## src/rtl/sound_request_sequencer_if.sv

```systemverilog
// Request/response bundle between the game-event source and the sound
// request sequencer: event pulses in, tone-generator request level out.
interface sound_request_sequencer_if;
  logic [6:0] ev;
  logic [2:0] sound_code;
  logic       play_sound;
  logic       busy;
  logic       drop;

  modport master (
    output ev,
    input  sound_code,
    input  play_sound,
    input  busy,
    input  drop
  );

  modport slave (
    input  ev,
    output sound_code,
    output play_sound,
    output busy,
    output drop
  );
endinterface

```

## src/rtl/sound_request_sequencer.sv

```systemverilog
// Sound request sequencer: encodes one-cycle game-event pulses, queues them,
// and presents each as a stable code with play_sound held for a fixed play
// window followed by a forced silent gap. Game over (code 7) preempts.
module sound_request_sequencer #(
  parameter int PLAY_CYCLES = 300_000_000,
  parameter int GAP_CYCLES  = 10_000_000,
  parameter int DEPTH       = 4
) (
  input logic                      clk,
  input logic                      rstn,
  sound_request_sequencer_if.slave bus
);

  localparam int MAX_CYCLES = (PLAY_CYCLES > GAP_CYCLES) ? PLAY_CYCLES : GAP_CYCLES;
  localparam int CNT_W      = $clog2(MAX_CYCLES + 1);
  localparam int PTR_W      = $clog2(DEPTH);
  localparam int FCNT_W     = PTR_W + 1;

  localparam logic [CNT_W-1:0]  PLAY_LOAD    = CNT_W'(PLAY_CYCLES - 1);
  localparam logic [CNT_W-1:0]  GAP_LOAD     = CNT_W'(GAP_CYCLES - 1);
  localparam logic [CNT_W-1:0]  CNT_ZERO     = {CNT_W{1'b0}};
  localparam logic [FCNT_W-1:0] FCNT_ZERO    = {FCNT_W{1'b0}};
  localparam logic [FCNT_W-1:0] FCNT_ONE     = FCNT_W'(1);
  localparam logic [FCNT_W-1:0] FCNT_FULL    = FCNT_W'(DEPTH);
  localparam logic [PTR_W-1:0]  PTR_ZERO     = {PTR_W{1'b0}};
  localparam logic [PTR_W-1:0]  PTR_ONE      = PTR_W'(1);
  localparam logic [2:0]        CODE_NONE    = 3'd0;
  localparam logic [2:0]        CODE_PREEMPT = 3'd7;

  typedef enum logic [1:0] {
    IDLE = 2'd0,
    PLAY = 2'd1,
    GAP  = 2'd2
  } state_t;

  // Highest set event bit wins; simultaneous lower events are discarded.
  function automatic logic [2:0] encode_event(input logic [6:0] ev_bits);
    logic [2:0] code;
    casez (ev_bits)
      7'b1??????: code = 3'd7;
      7'b01?????: code = 3'd6;
      7'b001????: code = 3'd5;
      7'b0001???: code = 3'd4;
      7'b00001??: code = 3'd3;
      7'b000001?: code = 3'd2;
      7'b0000001: code = 3'd1;
      default:    code = 3'd0;
    endcase
    return code;
  endfunction

  state_t            state_r;
  state_t            state_s;
  logic [CNT_W-1:0]  cnt_r;
  logic [CNT_W-1:0]  cnt_s;
  logic [2:0]        code_r;
  logic [2:0]        code_s;
  logic              play_r;
  logic              play_s;
  logic              busy_r;
  logic              busy_s;
  logic              drop_r;
  logic              drop_s;

  logic [2:0]        fifo_mem_r [DEPTH];
  logic [PTR_W-1:0]  rd_ptr_r;
  logic [PTR_W-1:0]  wr_ptr_r;
  logic [FCNT_W-1:0] fcnt_r;
  logic [FCNT_W-1:0] fcnt_next_s;

  logic [2:0]        ev_code_s;
  logic [2:0]        head_s;
  logic              fifo_empty_s;
  logic              fifo_full_s;
  logic              queued_code_s;
  logic              preempt_s;
  logic              pop_s;
  logic              push_s;

  assign ev_code_s     = encode_event(bus.ev);
  assign head_s        = fifo_mem_r[rd_ptr_r];
  assign fifo_empty_s  = (fcnt_r == FCNT_ZERO);
  assign fifo_full_s   = (fcnt_r == FCNT_FULL);
  assign queued_code_s = (ev_code_s != CODE_NONE) && (ev_code_s != CODE_PREEMPT);

  // A game-over request is redundant if game over is already sounding or next in line.
  assign preempt_s = (ev_code_s == CODE_PREEMPT)
                   && !((state_r == PLAY) && (code_r == CODE_PREEMPT))
                   && !(!fifo_empty_s && (head_s == CODE_PREEMPT));

  // Sequencer next state: preempt forces a fresh gap, otherwise play/gap timing.
  always_comb begin
    state_s = state_r;
    cnt_s   = cnt_r;
    code_s  = code_r;
    play_s  = play_r;
    pop_s   = 1'b0;
    if (preempt_s) begin
      code_s = CODE_NONE;
      play_s = 1'b0;
      if (state_r == IDLE) begin
        state_s = IDLE;
        cnt_s   = CNT_ZERO;
      end else begin
        state_s = GAP;
        cnt_s   = GAP_LOAD;
      end
    end else begin
      case (state_r)
        IDLE: begin
          if (!fifo_empty_s) begin
            state_s = PLAY;
            cnt_s   = PLAY_LOAD;
            code_s  = head_s;
            play_s  = 1'b1;
            pop_s   = 1'b1;
          end else begin
            cnt_s = CNT_ZERO;
          end
        end
        PLAY: begin
          if (cnt_r == CNT_ZERO) begin
            state_s = GAP;
            cnt_s   = GAP_LOAD;
            code_s  = CODE_NONE;
            play_s  = 1'b0;
          end else begin
            cnt_s = cnt_r - CNT_W'(1);
          end
        end
        GAP: begin
          if (cnt_r == CNT_ZERO) begin
            if (!fifo_empty_s) begin
              state_s = PLAY;
              cnt_s   = PLAY_LOAD;
              code_s  = head_s;
              play_s  = 1'b1;
              pop_s   = 1'b1;
            end else begin
              state_s = IDLE;
              cnt_s   = CNT_ZERO;
            end
          end else begin
            cnt_s = cnt_r - CNT_W'(1);
          end
        end
        default: begin
          state_s = IDLE;
          cnt_s   = CNT_ZERO;
          code_s  = CODE_NONE;
          play_s  = 1'b0;
        end
      endcase
    end
  end

  // Queue write/discard decision and resulting occupancy; a pop frees a slot the same edge.
  always_comb begin
    push_s = queued_code_s && (!fifo_full_s || pop_s);
    drop_s = queued_code_s && fifo_full_s && !pop_s;
    if (preempt_s) begin
      fcnt_next_s = FCNT_ONE;
    end else begin
      case ({push_s, pop_s})
        2'b10:   fcnt_next_s = fcnt_r + FCNT_ONE;
        2'b01:   fcnt_next_s = fcnt_r - FCNT_ONE;
        default: fcnt_next_s = fcnt_r;
      endcase
    end
    busy_s = (state_s != IDLE) || (fcnt_next_s != FCNT_ZERO);
  end

  // Sequencer state, window counter and registered outputs.
  always_ff @(posedge clk or negedge rstn) begin
    if (!rstn) begin
      state_r <= IDLE;
      cnt_r   <= CNT_ZERO;
      code_r  <= CODE_NONE;
      play_r  <= 1'b0;
      busy_r  <= 1'b0;
      drop_r  <= 1'b0;
    end else begin
      state_r <= state_s;
      cnt_r   <= cnt_s;
      code_r  <= code_s;
      play_r  <= play_s;
      busy_r  <= busy_s;
      drop_r  <= drop_s;
    end
  end

  // Request FIFO: preempt flushes and leaves game over as the only entry.
  always_ff @(posedge clk or negedge rstn) begin
    if (!rstn) begin
      for (int i = 0; i < DEPTH; i++) begin
        fifo_mem_r[i] <= CODE_NONE;
      end
      rd_ptr_r <= PTR_ZERO;
      wr_ptr_r <= PTR_ZERO;
      fcnt_r   <= FCNT_ZERO;
    end else if (preempt_s) begin
      fifo_mem_r[0] <= CODE_PREEMPT;
      rd_ptr_r      <= PTR_ZERO;
      wr_ptr_r      <= PTR_ONE;
      fcnt_r        <= FCNT_ONE;
    end else begin
      if (push_s) begin
        fifo_mem_r[wr_ptr_r] <= ev_code_s;
        wr_ptr_r             <= wr_ptr_r + PTR_ONE;
      end
      if (pop_s) begin
        rd_ptr_r <= rd_ptr_r + PTR_ONE;
      end
      fcnt_r <= fcnt_next_s;
    end
  end

  assign bus.sound_code = code_r;
  assign bus.play_sound = play_r;
  assign bus.busy       = busy_r;
  assign bus.drop       = drop_r;

endmodule

```

## src/flat_wrapper.sv

```systemverilog
// flat-port wrapper written by rule: the top's interface ports become plain ports
module sound_request_sequencer_flat 
#(
  parameter int PLAY_CYCLES = 300_000_000,
  parameter int GAP_CYCLES  = 10_000_000,
  parameter int DEPTH       = 4
)
  (clk, rstn, bus_ev, bus_sound_code, bus_play_sound, bus_busy, bus_drop);
  sound_request_sequencer_if bus_i ();
  input logic clk;
  input logic rstn;
  input wire logic [$bits(bus_i.ev)-1:0] bus_ev;
  output wire logic [$bits(bus_i.sound_code)-1:0] bus_sound_code;
  output wire logic [$bits(bus_i.play_sound)-1:0] bus_play_sound;
  output wire logic [$bits(bus_i.busy)-1:0] bus_busy;
  output wire logic [$bits(bus_i.drop)-1:0] bus_drop;
  assign bus_i.ev = bus_ev;
  assign bus_sound_code = bus_i.sound_code;
  assign bus_play_sound = bus_i.play_sound;
  assign bus_busy = bus_i.busy;
  assign bus_drop = bus_i.drop;
  sound_request_sequencer #(.PLAY_CYCLES(PLAY_CYCLES), .GAP_CYCLES(GAP_CYCLES), .DEPTH(DEPTH)) u_core (.clk(clk), .rstn(rstn), .bus(bus_i));
endmodule
```

## config.mk

```make
export PLATFORM = sky130hd
export DESIGN_NAME = sound_request_sequencer_flat
export DESIGN_NICKNAME = d
export VERILOG_FILES = /design/src/rtl/sound_request_sequencer_if.sv /design/src/rtl/sound_request_sequencer.sv /design/src/flat_wrapper.sv
export SDC_FILE = /design/constraint.sdc
export NUM_CORES = 1
export LEC_CHECK = 0
export ABC_AREA = 1
export CAP_MARGIN = 20
export CORE_MARGIN = 2
export CORE_UTILIZATION = 65
export CTS_BUF_LIST = sky130_fd_sc_hd__clkbuf_16
export CTS_CLUSTER_DIAMETER = 30
export DETAILED_ROUTE_END_ITERATION = 6
export GPL_TIMING_DRIVEN = 0
export PLACE_DENSITY = 0.88
export SYNTH_ARGS = -nofsm -noshare
export SYNTH_HDL_FRONTEND = slang
export SYNTH_SLANG_ARGS = --single-unit
```

## constraint.sdc

```tcl
create_clock -name clk -period 7.6 [get_ports clk]
set_clock_uncertainty 0.1 [all_clocks]
set_input_delay 1.14 -clock clk [delete_from_list [all_inputs] [get_ports clk]]
set_output_delay 1.14 -clock clk [all_outputs]
set_load 0.005 [all_outputs]
```

==> flow_metrics.env, run 1 <==
export IMPL_clockPowerShare=0.153
export IMPL_rsz_0062_raised_after_global_routing="no"
export IMPL_stdcell_count=533
export IMPL_design_die_area_um2=5890
export IMPL_reg2regPathDepth=18
export IMPL_ir_drop_mv=0.238
export IMPL_starting_drt_drc_count=180
export IMPL_status="complete, no violations"
export IMPL_first_pass_iters=4
export IMPL_final_net_count=478
export IMPL_syn_instance_count=440
export IMPL_cts_reportedPaths_clkPinSlew_ns=0.08
export IMPL_post_route_cells_drive_above_1_share=0.171
export IMPL_max_slew_worst_pin_slew_ns=0.799
export IMPL_p_sw_frac=0.464
export IMPL_maxSlewViolCount=0
export IMPL_cts_hold_buffers_added=0
export IMPL_setup_reg_to_reg_worst_slack_ns=4.39
export IMPL_maxSlewHeadroom=0.466
export IMPL_fin_util=0.751
export IMPL_achievable_frequency_mhz=260
export IMPL_ctsRootBufferMaster="sky130_fd_sc_hd__clkbuf_16"
export IMPL_first_pass_grt_wire_length_um=12200
export IMPL_syn2layout_area_growth_pct=11.4
export IMPL_comb_power_share=0.518
export IMPL_required_worst_endpoint_ns=7.69
export IMPL_detail_route_vias_per_cell=5.30
export IMPL_antenna_cells_inserted=0
export IMPL_setup_violators_final=0
export IMPL_cts_made_buffers=5
export IMPL_grt_max_degree=35
export IMPL_regToRegEndpoint="u_core.bus.busy$_DFF_PN0_"
export IMPL_worst_ep_arrival_time_ns=3.94
export IMPL_design_power_total_mw=1.55
export IMPL_worstReg2RegStart="u_core.cnt_r[0]$_DFF_PN0_"
export IMPL_p_int_mw=0.829
export IMPL_syn_area_um2=3440
export IMPL_place_detailed_hpwl_um=5300
export IMPL_fp_row_count=26
export IMPL_initial_core_util=0.674
export IMPL_holdCritPathClass="flop to flop"
export IMPL_critical_path_endpoint="u_core.bus.busy$_DFF_PN0_"
export IMPL_clk_path_buf_depth=2
export IMPL_synth_distinct_cells=37
export IMPL_post_synth_cell_area_avg_um2=7.82
export IMPL_ios=15
export IMPL_cts_tree="done"
export IMPL_worstSkewPairLatency_ns=0.30
export IMPL_postRouteAntennaNets=0
export IMPL_setup_worst_path_end_class="flop"
export IMPL_grt_pass1_vias=2768
export IMPL_timing_setup_tns_ns=0
export IMPL_die_x_um=76.8
export IMPL_gp_routability_congestion=0.916
export IMPL_criticalPathCategory="input pin to flop"
export IMPL_groute_usage_overall=0.255
export IMPL_postCtsResizedCells=0
export IMPL_dieHeight_um=76.8
export IMPL_period_share=0.507
export IMPL_synth_warning_count=0
export IMPL_switchingPower_mw=0.718
export IMPL_globalRoute_totalOverflow=0
export IMPL_finalHoldViolations=0
export IMPL_crit_path_max_fanout=10
export IMPL_power_static_leakage_nw=1.94
export IMPL_grt_antenna_before_repair=0
export IMPL_drc=0
export IMPL_core_area_um2=5110
export IMPL_clock_sink_count=56
export IMPL_postCtsSetupRepairBufs=0
export IMPL_htree_levels=2
export IMPL_start_kind="input pin"
export IMPL_setup_worst_path_start="bus_ev[6]"
export IMPL_finalCriticalPeriod_ns=3.85
export IMPL_port_buffer_count=14
export IMPL_routed_wl_um=7010
export IMPL_placed_cells=525
export IMPL_num_vias=2826
export IMPL_power_frac_seq=0.329
export IMPL_sequential_area_share_after_synthesis=0.407
export IMPL_wl_per_cell_um=13.2
export IMPL_synth_ff_latch_count=56
export IMPL_drv_max_cap_violation_count=0
export IMPL_power_per_cell_area_nw_per_um2=403
export IMPL_synth_nets=456
-- metal layers --
layer	vias to the layer above	wire length [um]	track usage
li1	1440	-	-
met1	1335	3010	0.310
met2	40	3720	0.475
met3	11	184	0.0329
met4	0	95	0.0673
met5	-	0	0
-- flip-flops by register name (all words and copies together), names as in the netlist --
name and count:
u_core.bus.busy 1, u_core.bus.drop 1, u_core.bus.play_sound 1, u_core.bus.sound_code 3, u_core.cnt_r 29, u_core.fcnt_r 3, u_core.fifo_mem_r 12, u_core.rd_ptr_r 2
u_core.state_r 2, u_core.wr_ptr_r 2
-- power by group through the flow --
stage          registers, mW  clock network [mW]  logic (mW)
3_5_place_dp           0.513                   0       0.790
5_1_grt                0.524               0.251       0.903
4_1_cts                0.508               0.235       0.801
2_1_floorplan          0.494                   0       0.624
6_report               0.508               0.237       0.801
3_3_place_gp           0.508                   0       0.761
-- worst min-delay path by stage --
stage                                      startpoint                                 to  slack [ns]  cells after the start
global route         u_core.fifo_mem_r[4]$_DFFE_PN0P_   u_core.fifo_mem_r[4]$_DFFE_PN0P_        0.42                      2
CTS                 u_core.bus.play_sound$_DFFE_PN0P_  u_core.bus.play_sound$_DFFE_PN0P_        0.38                      2
finish              u_core.bus.play_sound$_DFFE_PN0P_  u_core.bus.play_sound$_DFFE_PN0P_        0.38                      2
global placement    u_core.bus.play_sound$_DFFE_PN0P_  u_core.bus.play_sound$_DFFE_PN0P_        0.36                      2
floorplan            u_core.fifo_mem_r[6]$_DFFE_PN0P_   u_core.fifo_mem_r[6]$_DFFE_PN0P_        0.36                      2
detailed placement  u_core.bus.play_sound$_DFFE_PN0P_  u_core.bus.play_sound$_DFFE_PN0P_        0.37                      2
-- placed cells by master (no fill, tap or decap), drive strengths merged --
master	synthesis	routed
mux2i	1	1
clkinv	2	2
or2	2	2
clkbuf	0	5
nor3b	1	1
nand4	4	4
nor3	10	10
dfrtp	56	56
inv	61	63
nand3	40	40
o21ai	36	36
buf	5	7
fa	1	1
clkdlybuf4s50	0	13
nor2	54	54
xnor2	1	1
clkinvlp	0	1
ha	6	6
xor2	18	18
a21oi	20	20
nor4	2	2
nand2	119	119
nand3b	1	1
-- synth_stat cells, drive strengths merged --
| cell type | number | area, um2 |
|---|---|---|
| nand2 | 119 | 523 |
| inv | 61 | 231 |
| dfrtp | 56 | 1400 |
| nor2 | 54 | 260 |
| nand3 | 40 | 280 |
| o21ai | 36 | 188 |
| a21oi | 20 | 100 |
| xor2 | 18 | 158 |
| nor3 | 10 | 66.3 |
| ha | 6 | 75.1 |
| buf | 5 | 40.0 |
| nand4 | 4 | 31.3 |
| clkinv | 2 | 7.51 |
| nor4 | 2 | 12.5 |
| or2 | 2 | 12.5 |
| fa | 1 | 20.0 |
| mux2i | 1 | 10.0 |
| nand3b | 1 | 7.51 |
| nor3b | 1 | 7.51 |
| xnor2 | 1 | 8.76 |
-- logic make-up after synthesis --
| group | share of synthesized area |
|---|---|
| fa+ha+maj | 0.0276 |
| compound gates | 0.0836 |
| xor+xnor | 0.0484 |
| flops | 0.407 |
| mux | 0.00291 |
| simple gates | 0.349 |
| buf+inv | 0.0811 |
-- worst max-delay path, stage by stage --
cell and delay (ns):
sky130_fd_sc_hd__clkdlybuf4s50_1 0.47, sky130_fd_sc_hd__inv_2 0.11, sky130_fd_sc_hd__nand2_2 0.06, sky130_fd_sc_hd__nor2_2 0.11, sky130_fd_sc_hd__nand2_2 0.08, sky130_fd_sc_hd__o21ai_2 0.13, sky130_fd_sc_hd__nor3_1 0.09, sky130_fd_sc_hd__nor2_4 0.35
sky130_fd_sc_hd__nand2_4 0.10, sky130_fd_sc_hd__ha_1 0.23, sky130_fd_sc_hd__fa_1 0.38, sky130_fd_sc_hd__o21ai_0 0.21, sky130_fd_sc_hd__xor2_1 0.16, sky130_fd_sc_hd__nor2_1 0.07, sky130_fd_sc_hd__nor3_1 0.17, sky130_fd_sc_hd__nand2_1 0.08
-- final cells by class --
cell class | count | area (um2)
multi-input combinational | 316 | 1760
sequential | 56 | 1400
fill | 365 | 1270
inverter | 63 | 239
timing repair buffer | 15 | 155
clock buffer | 5 | 125
tap | 70 | 87.6
buffer | 5 | 40.0
clock inverter | 3 | 25.0
-- stage by stage --
stage,cell area (um2),setup slack (ns),hold slack (ns)
2_1_floorplan,3440,4.19,0.359
5_1_grt,3830,3.45,0.415
3_5_place_dp,3680,3.41,0.366
4_1_cts,3830,3.71,0.385
6_report,3830,3.75,0.382
3_3_place_gp,3670,3.48,0.361
Power figures use the tool's default switching activity.
==> inputs of run 2 (changes only) <==
--- a/config.mk
+++ b/config.mk
@@ -8,12 +8,12 @@
 export ABC_AREA = 1
 export CAP_MARGIN = 20
 export CORE_MARGIN = 2
-export CORE_UTILIZATION = 65
+export CORE_UTILIZATION = 55
 export CTS_BUF_LIST = sky130_fd_sc_hd__clkbuf_16
 export CTS_CLUSTER_DIAMETER = 30
 export DETAILED_ROUTE_END_ITERATION = 6
 export GPL_TIMING_DRIVEN = 0
-export PLACE_DENSITY = 0.88
+export PLACE_DENSITY = 0.79
 export SYNTH_ARGS = -nofsm -noshare
 export SYNTH_HDL_FRONTEND = slang
 export SYNTH_SLANG_ARGS = --single-unit
==> constraint.sdc (replaced) <==
create_clock -name clk -period 3.4 [get_ports clk]
set_clock_uncertainty 0.1 [all_clocks]
set_input_delay 0.51 -clock clk [delete_from_list [all_inputs] [get_ports clk]]
set_output_delay 0.51 -clock clk [all_outputs]
set_load 0.005 [all_outputs]
==> flow_metrics.env, run 2 (synthesized netlist as in run 1, its figures left out) <==
export IMPL_status="complete, no violations"
export IMPL_post_route_cells_drive_above_1_share=0.179
export IMPL_fp_row_count=28
export IMPL_num_vias=2887
export IMPL_place_detailed_hpwl_um=5300
export IMPL_detail_route_vias_per_cell=5.32
export IMPL_final_net_count=483
export IMPL_ctsRootBufferMaster="sky130_fd_sc_hd__clkbuf_16"
export IMPL_grt_antenna_before_repair=0
export IMPL_wl_per_cell_um=13.4
export IMPL_groute_usage_overall=0.217
export IMPL_worstSkewPairLatency_ns=0.29
export IMPL_stdcell_count=543
export IMPL_cts_hold_buffers_added=0
export IMPL_flip_flop_count_of_the_largest_register_after_layout=29
export IMPL_maxSlewViolCount=0
export IMPL_placed_cells=530
export IMPL_die_x_um=83.1
export IMPL_first_pass_iters=4
export IMPL_whs_ns=0.0444
export IMPL_maxSlewHeadroom=0.544
export IMPL_setup_violators_final=0
export IMPL_first_pass_grt_wire_length_um=12400
export IMPL_postRouteAntennaNets=0
export IMPL_max_slew_worst_pin_slew_ns=0.683
export IMPL_cts_made_buffers=5
export IMPL_design_die_area_um2=6900
export IMPL_ir_drop_mv=0.455
export IMPL_globalRoute_totalOverflow=0
export IMPL_power_static_leakage_nw=1.96
export IMPL_start_kind="flop"
export IMPL_registers_with_the_highest_flip_flop_counts="u_core.cnt_r (29), u_core.fifo_mem_r (12)"
export IMPL_port_buffer_count=14
export IMPL_layout_common_cells="sky130_fd_sc_hd__nand2_1 (100), sky130_fd_sc_hd__dfrtp_1 (56), sky130_fd_sc_hd__inv_1 (45), sky130_fd_sc_hd__nor2_1 (41), sky130_fd_sc_hd__nand3_1 (30)"
export IMPL_routed_wl_um=7250
export IMPL_drc=0
export IMPL_clk_path_buf_depth=2
export IMPL_mostFrequentLayoutCell="sky130_fd_sc_hd__nand2_1"
export IMPL_cts_tree="done"
export IMPL_design_power_total_mw=3.45
export IMPL_cts_reportedPaths_clkPinSlew_ns=0.07
export IMPL_gp_routability_congestion=0.842
export IMPL_clock_sink_count=56
export IMPL_antenna_cells_inserted=0
export IMPL_finalCriticalPeriod_ns=3.09
export IMPL_initial_core_util=0.574
export IMPL_core_area_um2=5990
export IMPL_criticalPathCategory="flop to flop"
export IMPL_htree_levels=2
export IMPL_crit_path_max_fanout=8
export IMPL_worst_ep_arrival_time_ns=3.17
export IMPL_grt_pass1_vias=2730
export IMPL_drv_max_cap_violation_count=0
export IMPL_ios=15
export IMPL_power_per_cell_area_nw_per_um2=892
export IMPL_period_share=0.909
export IMPL_starting_drt_drc_count=165
export IMPL_achievable_frequency_mhz=324
export IMPL_required_worst_endpoint_ns=3.48
export IMPL_grt_max_degree=41
export IMPL_syn2layout_area_growth_pct=12.4
export IMPL_finalHoldViolations=0
export IMPL_holdCritPathClass="input pin to async pin"
export IMPL_largest_register="u_core.cnt_r"
export IMPL_dieHeight_um=83.1
export IMPL_setup_worst_path_end_class="flop"
run 2: cell count changes in the layout (fill, tap and decap cells not counted), sizes merged:
cell      change
clkinvlp      -1
buf           +5
inv           -2
clkinv        +3
run 2: cell type report:
| class | instances | area [um2] |
|---|---|---|
| fill | 507 | 2120 |
| multi-input combinational | 316 | 1760 |
| sequential | 56 | 1400 |
| inverter | 63 | 239 |
| timing repair buffer | 20 | 193 |
| clock buffer | 5 | 125 |
| tap | 75 | 93.8 |
| buffer | 5 | 40.0 |
| clock inverter | 3 | 13.8 |
run 2: through the flow:
| stage | area, um2 | utilization | worst slack, ns | TNS (ns) |
|---|---|---|---|---|
| 2_1_floorplan | 3440 | - | 0.505 | 0 |
| 3_3_place_gp | 3670 | 0.613 | -0.0656 | -0.431 |
| 5_1_grt | 3870 | 0.646 | -0.00305 | -0.00305 |
| 4_1_cts | 3830 | 0.639 | 0.162 | 0 |
| 3_5_place_dp | 3690 | 0.616 | -0.129 | -0.129 |
| 6_report | 3870 | 0.646 | 0.311 | 0 |
run 2: power by group:
group,leakage (nW),switching (mW),internal [mW]
logic,1.19,1.15,0.652
registers,0.702,0.209,0.930
clock network,0.0710,0.239,0.269
total,1.96,1.60,1.85
run 2: critical path: stages, from the launching register on:
cell and delay, ns:
sky130_fd_sc_hd__dfrtp_1 0.38, sky130_fd_sc_hd__inv_1 0.08, sky130_fd_sc_hd__ha_2 0.20, sky130_fd_sc_hd__nand2_2 0.08, sky130_fd_sc_hd__nor2_4 0.11, sky130_fd_sc_hd__nand2_2 0.13, sky130_fd_sc_hd__nor2_4 0.14, sky130_fd_sc_hd__nand2_4 0.11
sky130_fd_sc_hd__nand2_4 0.10, sky130_fd_sc_hd__nand3_4 0.13, sky130_fd_sc_hd__nand2_8 0.10, sky130_fd_sc_hd__nand2_4 0.05, sky130_fd_sc_hd__ha_1 0.22, sky130_fd_sc_hd__fa_1 0.39, sky130_fd_sc_hd__a21oi_1 0.13, sky130_fd_sc_hd__o21ai_0 0.11
sky130_fd_sc_hd__xor2_1 0.13, sky130_fd_sc_hd__nor2_1 0.08, sky130_fd_sc_hd__nor3_1 0.14, sky130_fd_sc_hd__nand2_1 0.07
run 2: final timing paths:
check,start,end,slack (ns),cells past startpoint
max,u_core.cnt_r[0]$_DFF_PN0_,u_core.bus.busy$_DFF_PN0_,0.31,19
min,rstn,u_core.cnt_r[18]$_DFF_PN0_,0.04,1
max reg2reg,u_core.cnt_r[0]$_DFF_PN0_,u_core.bus.busy$_DFF_PN0_,0.31,19
min reg2reg,u_core.bus.play_sound$_DFFE_PN0P_,u_core.bus.play_sound$_DFFE_PN0P_,0.39,2
max in group asynchronous,rstn,u_core.fcnt_r[2]$_DFF_PN0_,2.60,2
min in group clk,u_core.bus.play_sound$_DFFE_PN0P_,u_core.bus.play_sound$_DFFE_PN0P_,0.39,2
run 2: what timing repair did:
item,in CTS,in global routing
setup buffers,0,5
setup endpoints to repair,0,1
gates resized for setup,0,1
run 2: layer usage:
layer / track usage / up-vias / wire [um]
met2: 0.363 / 63 / 3560
met1: 0.282 / 1349 / 3260
li1: - / 1457 / -
met4: 0.0835 / 0 / 173
met3: 0.0378 / 18 / 260
met5: 0 / - / 0
==> inputs of run 3 (changes only) <==
--- a/config.mk
+++ b/config.mk
@@ -17,3 +17,4 @@
 export SYNTH_ARGS = -nofsm -noshare
 export SYNTH_HDL_FRONTEND = slang
 export SYNTH_SLANG_ARGS = --single-unit
+export TNS_END_PERCENT = 5
==> results of run 3 <==
Same layout as run 2: the final DEF is identical, and so are final timing and power.
